<file path="src/rtl/spi_frame_decoder_if.sv">
// Interface between the SPI slave receive shifter and the frame decoder.
// The master side is the raw SPI/shifter front; the slave side is the decoder.
interface spi_frame_decoder_if #(
  parameter int AW = 4
);
  logic          sck;
  logic          cs;
  logic [7:0]    rx_byte;
  logic          byte_stb;
  logic          pay_we;
  logic [AW-1:0] pay_addr;
  logic [7:0]    pay_data;
  logic [7:0]    cmd_o;
  logic [7:0]    len_o;
  logic          frame_ok;
  logic          frame_err;

  modport master (
    output sck, cs, rx_byte,
    input  byte_stb, pay_we, pay_addr, pay_data, cmd_o, len_o, frame_ok, frame_err
  );

  modport slave (
    input  sck, cs, rx_byte,
    output byte_stb, pay_we, pay_addr, pay_data, cmd_o, len_o, frame_ok, frame_err
  );
endinterface

</file>
<file path="src/rtl/spi_frame_decoder.sv">
// Resynchronises SPI strobes, detects completed bytes and parses
// sync/cmd/len/payload/checksum frames into one-cycle register strobes.
module spi_frame_decoder #(
  parameter logic [7:0] SYNC_BYTE = 8'hA5,
  parameter int         MAX_LEN   = 16,
  parameter int         AW        = 4
) (
  input  logic                clk,
  input  logic                rst_n,
  spi_frame_decoder_if.slave  bus
);

  typedef enum logic [2:0] {HUNT, CMD, LEN, PAY, CHK} state_t;

  localparam logic [7:0] MAX_LEN_B = 8'(MAX_LEN);

  // Strobe resync and edge detection
  logic [1:0] r_sck_s, r_cs_s;
  logic       r_sck_d, r_cs_d;
  logic [2:0] r_cnt;
  logic       r_byte_stb;
  logic [7:0] r_byte;
  logic       w_sck, w_cs, w_fall, w_cs_rise, w_wrap;

  assign w_sck     = r_sck_s[1];
  assign w_cs      = r_cs_s[1];
  assign w_fall    = r_sck_d & ~w_sck;
  assign w_cs_rise = ~r_cs_d & w_cs;
  assign w_wrap    = w_fall & ~w_cs & (r_cnt == 3'd7);

  always_ff @(posedge clk or negedge rst_n) begin
    if (!rst_n) begin
      r_sck_s    <= 2'b00;
      r_cs_s     <= 2'b11;
      r_sck_d    <= 1'b0;
      r_cs_d     <= 1'b1;
      r_cnt      <= 3'd0;
      r_byte_stb <= 1'b0;
      r_byte     <= 8'h00;
    end else begin
      r_sck_s    <= {r_sck_s[0], bus.sck};
      r_cs_s     <= {r_cs_s[0], bus.cs};
      r_sck_d    <= w_sck;
      r_cs_d     <= w_cs;
      // Deselect discards any partial byte
      if (w_cs)        r_cnt <= 3'd0;
      else if (w_fall) r_cnt <= r_cnt + 3'd1;
      r_byte_stb <= w_wrap;
      if (w_wrap) r_byte <= bus.rx_byte;
    end
  end

  // Parser
  state_t        r_state, w_state;
  logic [7:0]    r_sum, w_sum;
  logic [AW-1:0] r_idx, w_idx;
  logic [7:0]    r_cmd, w_cmd, r_len, w_len;
  logic          r_pay_we, w_pay_we;
  logic [AW-1:0] r_pay_addr, w_pay_addr;
  logic [7:0]    r_pay_data, w_pay_data;
  logic [7:0]    r_cmd_o, w_cmd_o, r_len_o, w_len_o;
  logic          r_ok, w_ok, r_err, w_err;

  always_ff @(posedge clk or negedge rst_n) begin
    if (!rst_n) begin
      r_state    <= HUNT;
      r_sum      <= 8'h00;
      r_idx      <= '0;
      r_cmd      <= 8'h00;
      r_len      <= 8'h00;
      r_pay_we   <= 1'b0;
      r_pay_addr <= '0;
      r_pay_data <= 8'h00;
      r_cmd_o    <= 8'h00;
      r_len_o    <= 8'h00;
      r_ok       <= 1'b0;
      r_err      <= 1'b0;
    end else begin
      r_state    <= w_state;
      r_sum      <= w_sum;
      r_idx      <= w_idx;
      r_cmd      <= w_cmd;
      r_len      <= w_len;
      r_pay_we   <= w_pay_we;
      r_pay_addr <= w_pay_addr;
      r_pay_data <= w_pay_data;
      r_cmd_o    <= w_cmd_o;
      r_len_o    <= w_len_o;
      r_ok       <= w_ok;
      r_err      <= w_err;
    end
  end

  always_comb begin
    w_state    = r_state;
    w_sum      = r_sum;
    w_idx      = r_idx;
    w_cmd      = r_cmd;
    w_len      = r_len;
    w_pay_we   = 1'b0;
    w_pay_addr = r_pay_addr;
    w_pay_data = r_pay_data;
    w_cmd_o    = r_cmd_o;
    w_len_o    = r_len_o;
    w_ok       = 1'b0;
    w_err      = 1'b0;
    if (r_byte_stb) begin
      case (r_state)
        HUNT: if (r_byte == SYNC_BYTE) w_state = CMD;
        CMD: begin
          w_cmd   = r_byte;
          w_sum   = r_byte;
          w_state = LEN;
        end
        LEN: begin
          w_len = r_byte;
          w_sum = r_sum + r_byte;
          if (r_byte > MAX_LEN_B) begin
            w_err   = 1'b1;
            w_state = HUNT;
          end else if (r_byte == 8'h00) begin
            w_state = CHK;
          end else begin
            w_idx   = '0;
            w_state = PAY;
          end
        end
        PAY: begin
          w_pay_we   = 1'b1;
          w_pay_addr = r_idx;
          w_pay_data = r_byte;
          w_sum      = r_sum + r_byte;
          w_idx      = r_idx + 1'b1;
          if (8'(r_idx) == r_len - 8'd1) w_state = CHK;
        end
        CHK: begin
          if (r_byte == r_sum) begin
            w_ok    = 1'b1;
            w_cmd_o = r_cmd;
            w_len_o = r_len;
          end else begin
            w_err = 1'b1;
          end
          w_state = HUNT;
        end
        default: w_state = HUNT;
      endcase
    end
    // The byte landing this cycle is resolved first; a frame it completed is not aborted
    if (w_cs_rise && w_state != HUNT) begin
      w_err   = 1'b1;
      w_state = HUNT;
    end
  end

  assign bus.byte_stb  = r_byte_stb;
  assign bus.pay_we    = r_pay_we;
  assign bus.pay_addr  = r_pay_addr;
  assign bus.pay_data  = r_pay_data;
  assign bus.cmd_o     = r_cmd_o;
  assign bus.len_o     = r_len_o;
  assign bus.frame_ok  = r_ok;
  assign bus.frame_err = r_err;

endmodule

</file>
<file path="src/flat_wrapper.sv">
// flat-port wrapper written by rule: the top's interface ports become plain ports
module spi_frame_decoder_flat 
#(
  parameter logic [7:0] SYNC_BYTE = 8'hA5,
  parameter int         MAX_LEN   = 16,
  parameter int         AW        = 4
)
  (clk, rst_n, bus_sck, bus_cs, bus_rx_byte, bus_byte_stb, bus_pay_we, bus_pay_addr, bus_pay_data, bus_cmd_o, bus_len_o, bus_frame_ok, bus_frame_err);
  spi_frame_decoder_if #(.AW(AW)) bus_i ();
  input  logic clk;
  input  logic rst_n;
  input wire logic [$bits(bus_i.sck)-1:0] bus_sck;
  input wire logic [$bits(bus_i.cs)-1:0] bus_cs;
  input wire logic [$bits(bus_i.rx_byte)-1:0] bus_rx_byte;
  output wire logic [$bits(bus_i.byte_stb)-1:0] bus_byte_stb;
  output wire logic [$bits(bus_i.pay_we)-1:0] bus_pay_we;
  output wire logic [$bits(bus_i.pay_addr)-1:0] bus_pay_addr;
  output wire logic [$bits(bus_i.pay_data)-1:0] bus_pay_data;
  output wire logic [$bits(bus_i.cmd_o)-1:0] bus_cmd_o;
  output wire logic [$bits(bus_i.len_o)-1:0] bus_len_o;
  output wire logic [$bits(bus_i.frame_ok)-1:0] bus_frame_ok;
  output wire logic [$bits(bus_i.frame_err)-1:0] bus_frame_err;
  assign bus_i.sck = bus_sck;
  assign bus_i.cs = bus_cs;
  assign bus_i.rx_byte = bus_rx_byte;
  assign bus_byte_stb = bus_i.byte_stb;
  assign bus_pay_we = bus_i.pay_we;
  assign bus_pay_addr = bus_i.pay_addr;
  assign bus_pay_data = bus_i.pay_data;
  assign bus_cmd_o = bus_i.cmd_o;
  assign bus_len_o = bus_i.len_o;
  assign bus_frame_ok = bus_i.frame_ok;
  assign bus_frame_err = bus_i.frame_err;
  spi_frame_decoder #(.SYNC_BYTE(SYNC_BYTE), .MAX_LEN(MAX_LEN), .AW(AW)) u_core (.clk(clk), .rst_n(rst_n), .bus(bus_i));
endmodule
</file>
<file path="config.mk">
export PLATFORM = sky130hd
export DESIGN_NAME = spi_frame_decoder_flat
export DESIGN_NICKNAME = d
export VERILOG_FILES = /design/src/rtl/spi_frame_decoder_if.sv /design/src/rtl/spi_frame_decoder.sv /design/src/flat_wrapper.sv
export SDC_FILE = /design/constraint.sdc
export NUM_CORES = 1
export LEC_CHECK = 0
export CELL_PAD_IN_SITES_DETAIL_PLACEMENT = 1
export CELL_PAD_IN_SITES_GLOBAL_PLACEMENT = 1
export CORE_UTILIZATION = 47
export CTS_CLUSTER_DIAMETER = 50
export DETAILED_ROUTE_END_ITERATION = 8
export GPL_ROUTABILITY_DRIVEN = 0
export HOLD_SLACK_MARGIN = 0.02
export PLACE_DENSITY_LB_ADDON = 0.15
export RECOVER_POWER = 50
export SLEW_MARGIN = 20
export SYNTH_ARGS = -nofsm -noshare
export SYNTH_HDL_FRONTEND = slang
export SYNTH_SLANG_ARGS = --single-unit
</file>
<file path="constraint.sdc">
create_clock -name clk -period 4.4 [get_ports clk]
set_input_delay 0.88 -clock clk [delete_from_list [all_inputs] [get_ports clk]]
set_output_delay 0.88 -clock clk [all_outputs]
set_load 0.005 [all_outputs]
</file>
==> impl_metrics.py <==
metrics = {
    "run_status": {
        "status": "complete, but fails checks",
        "violations": "capacitance limit, slew limit",
    },
    "floorplanning": {
        "ios": 44,
        "dieWidth_um": 91.8,
        "die_h_um": 91.8,
        "fp.dieArea_sq_um": 8420,
        "fp.coreArea_sq_um": 7770,
        "start_util": 0.488,
        "rows": 32,
    },
    "place": {
        "port-buffer-count": 43,
        "dpl_cell_area_sq_um": 4260,
        "dp_cells": 466,
        "dp_hpwl_um": 6070,
    },
    "sta": {
        "relSlewSlack": -0.330,
        "setup_violations": 0,
        "skew_ns": 0.0141,
        "rsz0062_at_grt": "false",
        "final.setup.tns_ns": 0,
        "hold_viol_final": 0,
        "fmax_mhz": 380,
        "post-route-period-util": 0.598,
        "fin_crit_ns": 2.63,
        "tightest_slew_ns": 2.00,
        "slew_viol_final": 81,
    },
    "layout": {
        "fin_nets": 399,
        "n_fill_cell": 831,
        "antenna_cells": 0,
        "multi_input_area_sq_um": 1650,
        "area_growth_pct": 18.3,
        "stdcell_count": 482,
        "final_area_sq_um": 4480,
        "drive_gt1_frac": 0.166,
        "ff_latch_area_sq_um": 2010,
    },
    "critical_path": {
        "path_buf_inv": 1,
        "cp-end-kind": "flop",
        "arrival_ns": 2.91,
        "r2r_start": "u_core.r_state[2]",
        "required_ns": 4.68,
        "critical_path.cell_chain": "nor2b_1 -> nand3_1 -> inv_1 -> o21ai_0 -> a21oi_1",
        "cpLargestDelayFamily": "simple AND/OR/NAND/NOR gates",
        "crit_start": "u_core.r_state[2]",
        "slowest_stage": "nor2b_1",
        "path_class": "reg -> reg",
        "crit_fanout": 18,
        "cp-start-kind": "flop",
        "slowest_delay_ns": 0.60,
    },
    "clock_network": {
        "cts.sinks": 80,
        "cts_tree": "done",
        "ctsRootBufferMaster": "clkbuf_8",
        "cts_resized": 0,
        "clkTransAtPathRegs_ns": 0.09,
        "cts_setup_buffers": 0,
        "clockBufferDepth": 2,
        "cts_made_buffers": 9,
        "cts_htree_levels": 3,
        "clk_latency_ns": 0.36,
        "cts_hold_buffers": 0,
    },
    "yosys": {
        "synth_warnings": 0,
        "ys_ff_latch": 80,
        "async_flop_share": 1.00,
        "synth_edf_count": 0,
        "synth_flop_cell": "dfrtp_1",
        "ys_seq_area_frac": 0.530,
        "yosysUniqueCellTypes": 58,
        "syn_area_sq_um": 3790,
        "syn-num-nets": 358,
        "syn_inst": 334,
        "syn_area_per_cell_sq_um": 11.3,
    },
    "route": {
        "wire_per_inst_um": 18.3,
        "routed_wl_um": 8800,
        "vias": 2634,
        "firstDrtPassIters": 4,
        "drt_iter0_drc": 116,
        "viasPerCell": 5.46,
        "drc": 0,
        "ant_nets": 0,
    },
    "global_route": {
        "grt_pass1_wl_um": 14600,
        "grt_remaining_overflow": 0,
        "first_global_vias": 2847,
        "grt_max_degree": 81,
        "grt_antenna_before_repair": 0,
        "track_usage": 0.231,
    },
    "pwr": {
        "power.density_nw_per_um2": 307,
        "peakVddDrop_mv": 0.171,
        "leakage_nw": 2.08,
        "power_mw": 1.38,
    },
    "hold_path": {
        "min_from": "u_core.r_sck_s[0]",
        "min_path_type": "reg -> reg",
    },
    "run": {
        "drv_cap": 1,
    },
}
kinds of logic (layout without fill, tap and decap cells):
family	after synthesis	count (layout)	synth area share
buffers and inverters	25	71	0.0337
XOR/XNOR	12	12	0.0278
multiplexers	39	39	0.119
AO/OA/AOI/OAI	55	55	0.0918
flip-flops	80	80	0.530
adder cells (fa/ha/maj)	12	12	0.0416
AND/OR/NAND/NOR	111	111	0.156
cell usage in the layout (no fill, tap or decap), types with 2 or more instances in the layout:
cell type         n
mux2_4            5
nand4bb_1         2
xnor2_1           8
nand3_1           5
o21ai_0          24
mux2i_1           5
nor3_1            7
nand2_1          52
xor2_1            4
nor4_1            3
a21oi_1          12
nand4b_1          2
dfstp_2           2
clkbuf_8          9
nor2b_1           6
or3_1             3
bufinv_16         2
clkbuf_1          2
nor2_1           14
inv_1            11
mux2_2           29
ha_1             11
clkdlybuf4s50_1  40
clkinv_4          3
nand2b_1          4
dlygate4sd3_1     2
dfrtp_1          77
o31ai_1           2
per-layer routing:
metal	track usage	part of all wire	vias up	wire length (um)
li1	-	-	1252	-
met2	0.381	0.48	49	4220
met3	0.0489	0.040	12	351
met5	0	0	-	0
met4	0.0742	0.017	0	147
met1	0.305	0.46	1321	4080
final timing paths:
path / slack (ns) / end / depth (start not counted)
setup / recovery: 1.77 / u_core.r_state[1] / 5
hold / removal: 0.36 / u_core.r_sck_s[1] / 0
setup reg to reg: 1.77 / u_core.r_state[1] / 5
hold reg to reg: 0.36 / u_core.r_sck_s[1] / 0
max in group asynchronous: 2.13 / u_core.r_len[5] / 1
min in group asynchronous: 1.05 / u_core.r_sum[4] / 1
cells in the mapped netlist (2+ instances only):
master	number	area [sq um]
mux2_2	29	327
nor4_1	3	18.8
o21ai_0	24	120
nand4b_1	2	17.5
xor2_1	4	35.0
nand3_1	5	25.0
mux2_4	5	75.1
dfstp_2	3	78.8
dfrtp_1	77	1930
inv_1	11	41.3
xnor2_1	8	70.1
nor2b_1	6	37.5
nor3_1	7	35.0
nand4bb_1	2	22.5
a21oi_1	12	60.1
buf_6	3	33.8
clkbuf_1	4	15.0
nand2b_1	4	25.0
or3_1	3	18.8
buf_2	5	25.0
nor2_1	14	52.6
mux2i_1	5	50.1
o31ai_1	2	15.0
nand2_1	52	195
ha_1	11	138
cell type report:
type,instances,area share
sequential,80,0.448
multi-input combinational,229,0.369
timing repair buffer,44,0.0958
clock buffer,10,0.0285
tap,102,0.0285
clock inverter,6,0.0209
inverter,11,0.00922
per-stage QoR:
| stage | hold WS (ns) | util | setup slack [ns] |
|---|---|---|---|
| floorplan | 0.331 | - | 2.27 |
| global placement | 0.341 | 0.549 | 1.94 |
| detailed placement | 0.345 | 0.549 | 1.77 |
| CTS | 0.364 | 0.577 | 1.73 |
| global route | 0.368 | 0.577 | 1.47 |
| finish | 0.359 | 0.577 | 1.77 |
sequential cells by signal (all words and copies together) (netlist names), 2 cells and up:
register             count
u_core.r_cnt             3
u_core.r_cs_s            2
u_core.bus.len_o         8
u_core.bus.cmd_o         8
u_core.r_byte            8
u_core.r_len             8
u_core.r_idx             4
u_core.r_state           3
u_core.bus.pay_data      8
u_core.r_sum             8
u_core.bus.pay_addr      4
u_core.r_sck_s           2
u_core.r_cmd             8
where the power goes:
group	switching, mW	internal [mW]
Sequential	0.00243	0.739
Combinational	0.0176	0.00986
Clock	0.284	0.323
worst reg2reg max path, stage by stage (launching register included):
cell and delay (ns):
dfrtp_1 0.50, nor2b_1 0.60, nand3_1 0.60, inv_1 0.51
o21ai_0 0.17, a21oi_1 0.16
Power figures use the tool's default switching activity.
